--- src/rtl/spi_target.sv ---
// spi_target: SPI mode-0 target endpoint, all pins oversampled in the clk domain.
// Ports: clk/rstb; spi_clk, spi_csb, spi_mosi in; spi_miso, spi_miso_oe out;
//   tx_data/tx_valid/tx_ready one-entry TX holding register; rx_data/rx_valid/rx_ready
//   one-entry RX holding register; busy; sticky rx_overrun/tx_underrun, cleared by flag_clr.
module spi_target #(
    parameter logic [7:0]  FILL_BYTE   = 8'hFF,
    parameter int unsigned SYNC_STAGES = 2
) (
    input  logic       clk,
    input  logic       rstb,
    input  logic       spi_clk,
    input  logic       spi_csb,
    input  logic       spi_mosi,
    output logic       spi_miso,
    output logic       spi_miso_oe,
    input  logic [7:0] tx_data,
    input  logic       tx_valid,
    output logic       tx_ready,
    output logic [7:0] rx_data,
    output logic       rx_valid,
    input  logic       rx_ready,
    output logic       busy,
    output logic       rx_overrun,
    output logic       tx_underrun,
    input  logic       flag_clr
);

    typedef enum logic {
        IDLE,
        ACTIVE
    } state_e;

    logic [SYNC_STAGES-1:0] csb_q;
    logic [SYNC_STAGES-1:0] sck_q;
    logic [SYNC_STAGES-1:0] mosi_q;
    logic [SYNC_STAGES-1:0] fill_q;
    logic                   csb_dly_q;
    logic                   sck_dly_q;
    logic                   armed_q;

    logic csb_s;
    logic sck_s;
    logic mosi_s;

    assign csb_s  = csb_q[SYNC_STAGES-1];
    assign sck_s  = sck_q[SYNC_STAGES-1];
    assign mosi_s = mosi_q[SYNC_STAGES-1];

    // fill_q tracks when the chain holds real pin samples rather than reset
    // values; armed_q then requires CS to be seen high before any cs_fall is
    // honoured, so CS already low at reset release never starts a transfer.
    always_ff @(posedge clk) begin
        if (!rstb) begin
            csb_q     <= '1;
            sck_q     <= '0;
            mosi_q    <= '0;
            fill_q    <= '0;
            csb_dly_q <= 1'b1;
            sck_dly_q <= 1'b0;
            armed_q   <= 1'b0;
        end else begin
            csb_q     <= {csb_q[SYNC_STAGES-2:0], spi_csb};
            sck_q     <= {sck_q[SYNC_STAGES-2:0], spi_clk};
            mosi_q    <= {mosi_q[SYNC_STAGES-2:0], spi_mosi};
            fill_q    <= {fill_q[SYNC_STAGES-2:0], 1'b1};
            csb_dly_q <= csb_s;
            sck_dly_q <= sck_s;
            armed_q   <= armed_q | (fill_q[SYNC_STAGES-1] & csb_s);
        end
    end

    state_e     state_q, state_d;
    logic [2:0] bit_cnt_q, bit_cnt_d;
    logic [7:0] rx_shift_q, rx_shift_d;
    logic [7:0] tx_shift_q, tx_shift_d;
    logic [7:0] tx_hold_q, tx_hold_d;
    logic       tx_full_q, tx_full_d;
    logic [7:0] rx_data_q, rx_data_d;
    logic       rx_valid_q, rx_valid_d;
    logic       ovr_q, ovr_d;
    logic       unf_q, unf_d;

    logic       cs_fall;
    logic       cs_rise;
    logic       act;
    logic       sck_rise;
    logic       sck_fall;
    logic       byte_start;
    logic       byte_done;
    logic       tx_wr;
    logic [7:0] rx_byte;
    logic       ovr_set;
    logic       unf_set;

    assign cs_fall    = armed_q & (state_q == IDLE) & csb_dly_q & ~csb_s;
    assign cs_rise    = ~csb_dly_q & csb_s;
    assign act        = (state_q == ACTIVE) & ~csb_s;
    assign sck_rise   = act & sck_s & ~sck_dly_q;
    assign sck_fall   = act & ~sck_s & sck_dly_q;
    assign byte_start = cs_fall | (sck_fall & (bit_cnt_q == 3'd0));
    assign byte_done  = sck_rise & (bit_cnt_q == 3'd7);
    assign rx_byte    = {rx_shift_q[6:0], mosi_s};
    assign tx_wr      = tx_valid & ~tx_full_q;

    always_comb begin
        state_d    = state_q;
        bit_cnt_d  = bit_cnt_q;
        rx_shift_d = rx_shift_q;
        tx_shift_d = tx_shift_q;
        tx_hold_d  = tx_hold_q;
        tx_full_d  = tx_full_q;
        rx_data_d  = rx_data_q;
        rx_valid_d = rx_valid_q;
        ovr_set    = 1'b0;
        unf_set    = 1'b0;

        unique case (state_q)
            IDLE: begin
                if (cs_fall) begin
                    state_d = ACTIVE;
                end
            end
            ACTIVE: begin
                if (cs_rise) begin
                    state_d   = IDLE;
                    bit_cnt_d = 3'd0;
                end
            end
            default: begin
                state_d = IDLE;
            end
        endcase

        if (sck_rise) begin
            rx_shift_d = rx_byte;
            bit_cnt_d  = bit_cnt_q + 3'd1;
        end

        if (rx_valid_q && rx_ready) begin
            rx_valid_d = 1'b0;
        end

        // A pop in the completion cycle frees the slot for the new byte.
        if (byte_done) begin
            if (!rx_valid_q || rx_ready) begin
                rx_data_d  = rx_byte;
                rx_valid_d = 1'b1;
            end else begin
                ovr_set = 1'b1;
            end
        end

        if (tx_wr) begin
            tx_hold_d = tx_data;
            tx_full_d = 1'b1;
        end

        // A write landing on a byte start with the register empty bypasses
        // straight into the shifter and leaves the register empty.
        if (byte_start) begin
            if (tx_full_q) begin
                tx_shift_d = tx_hold_q;
                tx_full_d  = 1'b0;
            end else if (tx_valid) begin
                tx_shift_d = tx_data;
                tx_full_d  = 1'b0;
            end else begin
                tx_shift_d = FILL_BYTE;
                unf_set    = 1'b1;
            end
        end else if (sck_fall) begin
            tx_shift_d = {tx_shift_q[6:0], 1'b0};
        end

        ovr_d = ovr_set | (ovr_q & ~flag_clr);
        unf_d = unf_set | (unf_q & ~flag_clr);
    end

    always_ff @(posedge clk) begin
        if (!rstb) begin
            state_q    <= IDLE;
            bit_cnt_q  <= 3'd0;
            rx_shift_q <= 8'h00;
            tx_shift_q <= 8'h00;
            tx_hold_q  <= 8'h00;
            tx_full_q  <= 1'b0;
            rx_data_q  <= 8'h00;
            rx_valid_q <= 1'b0;
            ovr_q      <= 1'b0;
            unf_q      <= 1'b0;
        end else begin
            state_q    <= state_d;
            bit_cnt_q  <= bit_cnt_d;
            rx_shift_q <= rx_shift_d;
            tx_shift_q <= tx_shift_d;
            tx_hold_q  <= tx_hold_d;
            tx_full_q  <= tx_full_d;
            rx_data_q  <= rx_data_d;
            rx_valid_q <= rx_valid_d;
            ovr_q      <= ovr_d;
            unf_q      <= unf_d;
        end
    end

    assign spi_miso    = tx_shift_q[7];
    assign spi_miso_oe = (state_q == ACTIVE);
    assign busy        = (state_q == ACTIVE);
    assign tx_ready    = ~tx_full_q;
    assign rx_data     = rx_data_q;
    assign rx_valid    = rx_valid_q;
    assign rx_overrun  = ovr_q;
    assign tx_underrun = unf_q;

endmodule

--- config.mk ---
export PLATFORM = sky130hd
export DESIGN_NAME = spi_target
export DESIGN_NICKNAME = d
export VERILOG_FILES = /design/src/rtl/spi_target.sv
export SDC_FILE = /design/constraint.sdc
export NUM_CORES = 1
export LEC_CHECK = 0
export CAP_MARGIN = 30
export CORE_UTILIZATION = 40
export DETAILED_ROUTE_END_ITERATION = 8
export REMOVE_ABC_BUFFERS = 1
export SLEW_MARGIN = 20
export SYNTH_ARGS = -nofsm -noshare
export SYNTH_HDL_FRONTEND = slang
export SYNTH_SLANG_ARGS = --single-unit
--- constraint.sdc ---
create_clock -name clk -period 1.3 [get_ports clk]
set_input_delay 0.13 -clock clk [delete_from_list [all_inputs] [get_ports clk]]
set_output_delay 0.13 -clock clk [all_outputs]
set_load 0.01 [all_outputs]
After elaboration in Yosys (flattened, before gate mapping)
Index checks and enable logic that the tools add are counted.
Widths: inputs -> output; s select.
Storage, ports and cells
  input bits: 16
  register bits: 50
Cells by class
  add/sub/neg operators: 1
  muxes and demuxes: 23
  reduce and logical (&&, ||, !) cells: 9
  equal/unequal tests: 1
  bitwise logic cells: 26
Operators with widths (count)
  $mux 8: 4
  $and 1x1->1: 15
  $mux 1: 15
  $mux 3: 3
  $not 1->1: 7
  $reduce_bool 2->1: 3
  $or 1x1->1: 4
  $reduce_and 2->1: 2
  $add 3x1->3 const B: 1
  $eq 3x3->1 const B: 1
  $logic_not 3->1: 1
  $pmux 1 s2: 1
  $logic_and 1x1->1: 1
  $logic_not 1->1: 1
  $logic_or 1x1->1: 1

Logic depth before layout (Yosys ltp)
  depth in word-level cells: 8
  depth in mapped cells: 6

Least setup slack after synthesis
Ideal clock, no wire load.
  kind: register -> register
  start point: register state_q (netlist: busy)
  end point: register rx_data_q[0] (netlist: rx_data[0])
  cell stages (with the launch flop): 6
  slack: -0.038 ns
  library setup time: 0.072 ns
  clock period less this slack: 1.338 ns
  required time: 1.228 ns
  data arrival time: 1.266 ns
  buffers on the path: 2
  cells stage by stage: dfxtp_1 > nand4bb_1 > buf_2 > nor3b_1 > buf_4 > mux2i_1
On the way
  cells in the longest elaborated chain, start to end: 5
RTL lines
  start, declared: RTL line 72  | state_e state_q, state_d;
  start signal, assigned: RTL line 192  | state_q <= state_d;
  $and 1x1->1: RTL line 97  | assign act = (state_q == ACTIVE) & ~csb_s;
  $and 1x1->1 (2 in series): RTL line 98  | assign sck_rise = act & sck_s & ~sck_dly_q;
  $and 1x1->1: RTL line 101  | assign byte_done = sck_rise & (bit_cnt_q == 3'd7);
  $reduce_and 2->1 (no line)
  end signal, assigned: RTL line 198  | rx_data_q <= rx_data_d;
  end, declared: RTL line 78  | logic [7:0] rx_data_q, rx_data_d;
No other way between the ends.
A chain may end at the register's enable or synchronous reset.

Final worst setup path
  start point: register bit_cnt_q[0]
  end point: register rx_data_q[0] (netlist: rx_data[0])
On the way
  cells in the longest elaborated chain, start to end: 3
RTL lines
  start, declared: RTL line 73  | logic [2:0] bit_cnt_q, bit_cnt_d;
  start signal, assigned: RTL line 193  | bit_cnt_q <= bit_cnt_d;
  $eq 3x3->1: RTL line 101
  $and 1x1->1: RTL line 101
  $reduce_and 2->1 (no line)
No other way between the ends.

==> flow_metrics.env <==
export IMPL_outcome="complete, no violations"
export IMPL_critPathArrivalTime_ns=1.50
export IMPL_required_ns=1.53
export IMPL_drc_errors=0
export IMPL_grt_pass1_vias=1573
export IMPL_dp_hpwl_um=2970
export IMPL_ys_ff_latch=50
export IMPL_cts_tree="yes"
export IMPL_track_usage=0.169
export IMPL_min_path_type="input pin to register"
export IMPL_crit_fanout=8
export IMPL_routabilityCongestion=0.759
export IMPL_grt_pass1_wl_um=7180
export IMPL_p_leak_nw=1.08
export IMPL_cts_root_buf="clkbuf_8"
export IMPL_cp_end_kind="register"
export IMPL_p_clk_frac=0.366
export IMPL_combPwrFrac=0.085
export IMPL_fin_crit_sh=0.974
export IMPL_cts_buffers=5
export IMPL_post_drt_wl_per_cell_um=13.0
export IMPL_syn_cell_area_um2=2140
export IMPL_cts_setup_buffers=0
export IMPL_max_freq_mhz=790
export IMPL_synth_area_leader_cell="dfxtp_1"
export IMPL_drt_iter0_markers=71
export IMPL_placed_cells=327
export IMPL_antenna_found_initial=0
export IMPL_grt_max_degree=32
export IMPL_drive_gt1_frac=0.215
export IMPL_drt_pass1_iter_count=4
export IMPL_area_delta_synth_final_pct=30.9
export IMPL_synth_cell_types=35
export IMPL_tightest_slew_ns=0.340
export IMPL_via_per_inst=5.03
export IMPL_place_ws_ns=-0.307
export IMPL_place_area_um2=2590
export IMPL_die_area_um2=5650
export IMPL_netSwitchingFraction=0.212
export IMPL_numPortBuffers=30
export IMPL_diodes=0
export IMPL_total_power_mw=2.90
export IMPL_htree_levels=2
export IMPL_critPathLaunchType="register"
export IMPL_yosys_warnings=0
export IMPL_finClkSkew_ns=0.00521
export IMPL_wl_um=4360
export IMPL_finalNonFillerCells=335
export IMPL_synth_area_leaders="dfxtp_1 47%, mux2i_1 7.5%, nand2_1 6.0%"
export IMPL_numClockSinks=50
export IMPL_nNetsFinal=283
export IMPL_rows=26
export IMPL_synth_area_per_cell_um2=9.55
export IMPL_vdd_drop_max_mv=0.555
export IMPL_syn_inst=224
export IMPL_die_w_um=75.1
export IMPL_p_switching_mw=0.616
export IMPL_clock_path_buffers=2
export IMPL_yosys_area_top_type_share=0.468
export IMPL_slew_limit_headroom=0.773
export IMPL_ant_nets=0
export IMPL_die_y_um=75.1
export IMPL_final_min_clock_period_ns=1.27
export IMPL_initial_core_util=0.416
export IMPL_core_um2=5140
export IMPL_ys_seq_area_frac=0.468
export IMPL_maxCapViolCount=0
export IMPL_finalSetupViolations=0
export IMPL_rsz0062_at_grt="yes"
export IMPL_p_int_mw=2.29
export IMPL_fin_ws_ns=0.0334
export IMPL_design_area_um2=2800
export IMPL_clk_pin_slew_worst_paths_ns=0.08
export IMPL_hold_violations=0
export IMPL_setup_tns_ns=0
export IMPL_p_per_area_nw_per_um2=1040
export IMPL_p_seq_frac=0.549
export IMPL_crit_type="register to register"
export IMPL_clock_latency_ns=0.30
export IMPL_ios=31
export IMPL_slew_viol_final=0
export IMPL_vias=1685
export IMPL_overflow=0
[cell families after synthesis]
| group | synth area share |
|---|---|
| AO/OA/AOI/OAI | 0.140 |
| buffers and inverters | 0.0585 |
| flip-flops | 0.468 |
| adder cells (fa/ha/maj) | 0.0175 |
| AND/OR/NAND/NOR | 0.242 |
| multiplexers | 0.0749 |
[cell usage after synthesis]
master / number
and4bb_1: 1
ha_1: 3
buf_4: 4
clkbuf_1: 9
buf_6: 2
inv_1: 4
and3b_1: 1
nand2b_1: 5
nand4bb_1: 2
a31oi_1: 7
or3b_2: 8
dfxtp_1: 50
o21a_1: 1
nor2_1: 1
nor2b_1: 14
o41a_1: 1
and2b_1: 2
nor3b_1: 2
or2_0: 1
o221ai_1: 7
buf_2: 4
a21oi_1: 3
and4bb_4: 1
nand2_1: 34
o211ai_1: 1
o22ai_1: 1
o31ai_1: 7
nand3_1: 10
o21ai_0: 5
clkinv_1: 1
mux2i_1: 16
and4bb_2: 1
a32oi_1: 1
a21boi_0: 8
and2_1: 6
[state kept, by name, indices dropped and copies added (netlist names), 2 cells and up]
signal,cells
rx_data,8
tx_hold_q,8
tx_shift_q,8
rx_shift_q,7
bit_cnt_q,3
csb_q,2
fill_q,2
mosi_q,2
sck_q,2
[metrics by stage]
stage	utilization	hold slack (ns)
after floorplan	-	0.158
after global placement	0.505	0.391
after detailed placement	0.505	0.406
after CTS	0.529	0.287
after global routing	0.545	0.315
final	0.545	0.288
[power groups by stage]
stage	clock network [mW]	logic, mW	registers (mW)
6_report	1.06	0.248	1.59
4_1_cts	1.11	0.243	1.60
3_5_place_dp	0	0.244	1.63
3_3_place_gp	0	0.242	1.63
2_1_floorplan	0	0.108	1.63
5_1_grt	1.16	0.273	1.60
[area by class of cell]
| class | instances | area (um2) |
|---|---|---|
| well taps | 70 | 87.6 |
| fillers | 527 | 2340 |
| inverters | 5 | 18.8 |
| flip-flops and latches | 50 | 1020 |
| clock buffers | 7 | 76.3 |
| repair buffers | 52 | 468 |
| clock inverters | 1 | 30.0 |
| multi-input cells | 150 | 1100 |
[critical path, stage by stage, from the launching register on]
cell     delay (ns)
dfxtp_4        0.38
ha_4           0.14
ha_4           0.12
nor3b_4        0.18
buf_6          0.18
mux2i_1        0.19
[metal layers]
metal	global-route usage	share of wire
met5	0	0
met1	0.220	0.49
met3	0.0415	0.039
met2	0.282	0.46
met4	0.0453	0.0099
[cells in the final DEF (no fill, tap or decap), drive strengths merged, types with 5 or more instances in the layout]
master	count
a21boi	8
a31oi	7
and2	6
buf	22
clkbuf	8
clkdlybuf4s50	13
dfxtp	50
dlygate4sd2	15
mux2i	16
nand2	34
nand2b	5
nand3	10
nor2b	14
o21ai	5
o221ai	7
o31ai	7
or3b	8
[path summary, 6_finish.rpt]
path	startpoint	endpoint	slack, ns	depth (start not counted)
worst min-delay path	rstb	tx_shift_q[5]	0.29	3
worst max register to register	bit_cnt_q[0]	rx_data[0]	0.03	5
worst max-delay path	bit_cnt_q[0]	rx_data[0]	0.03	5
worst min register to register	csb_q[0]	csb_q[1]	0.42	1
[what timing repair did]
item	in CTS	in global routing
pin swaps	0	2
setup endpoints to repair	31	30
hold buffers	0	0
resized for setup	26	20
endpoints found under the hold margin	0	0
(Power assumes the default switching activity.)
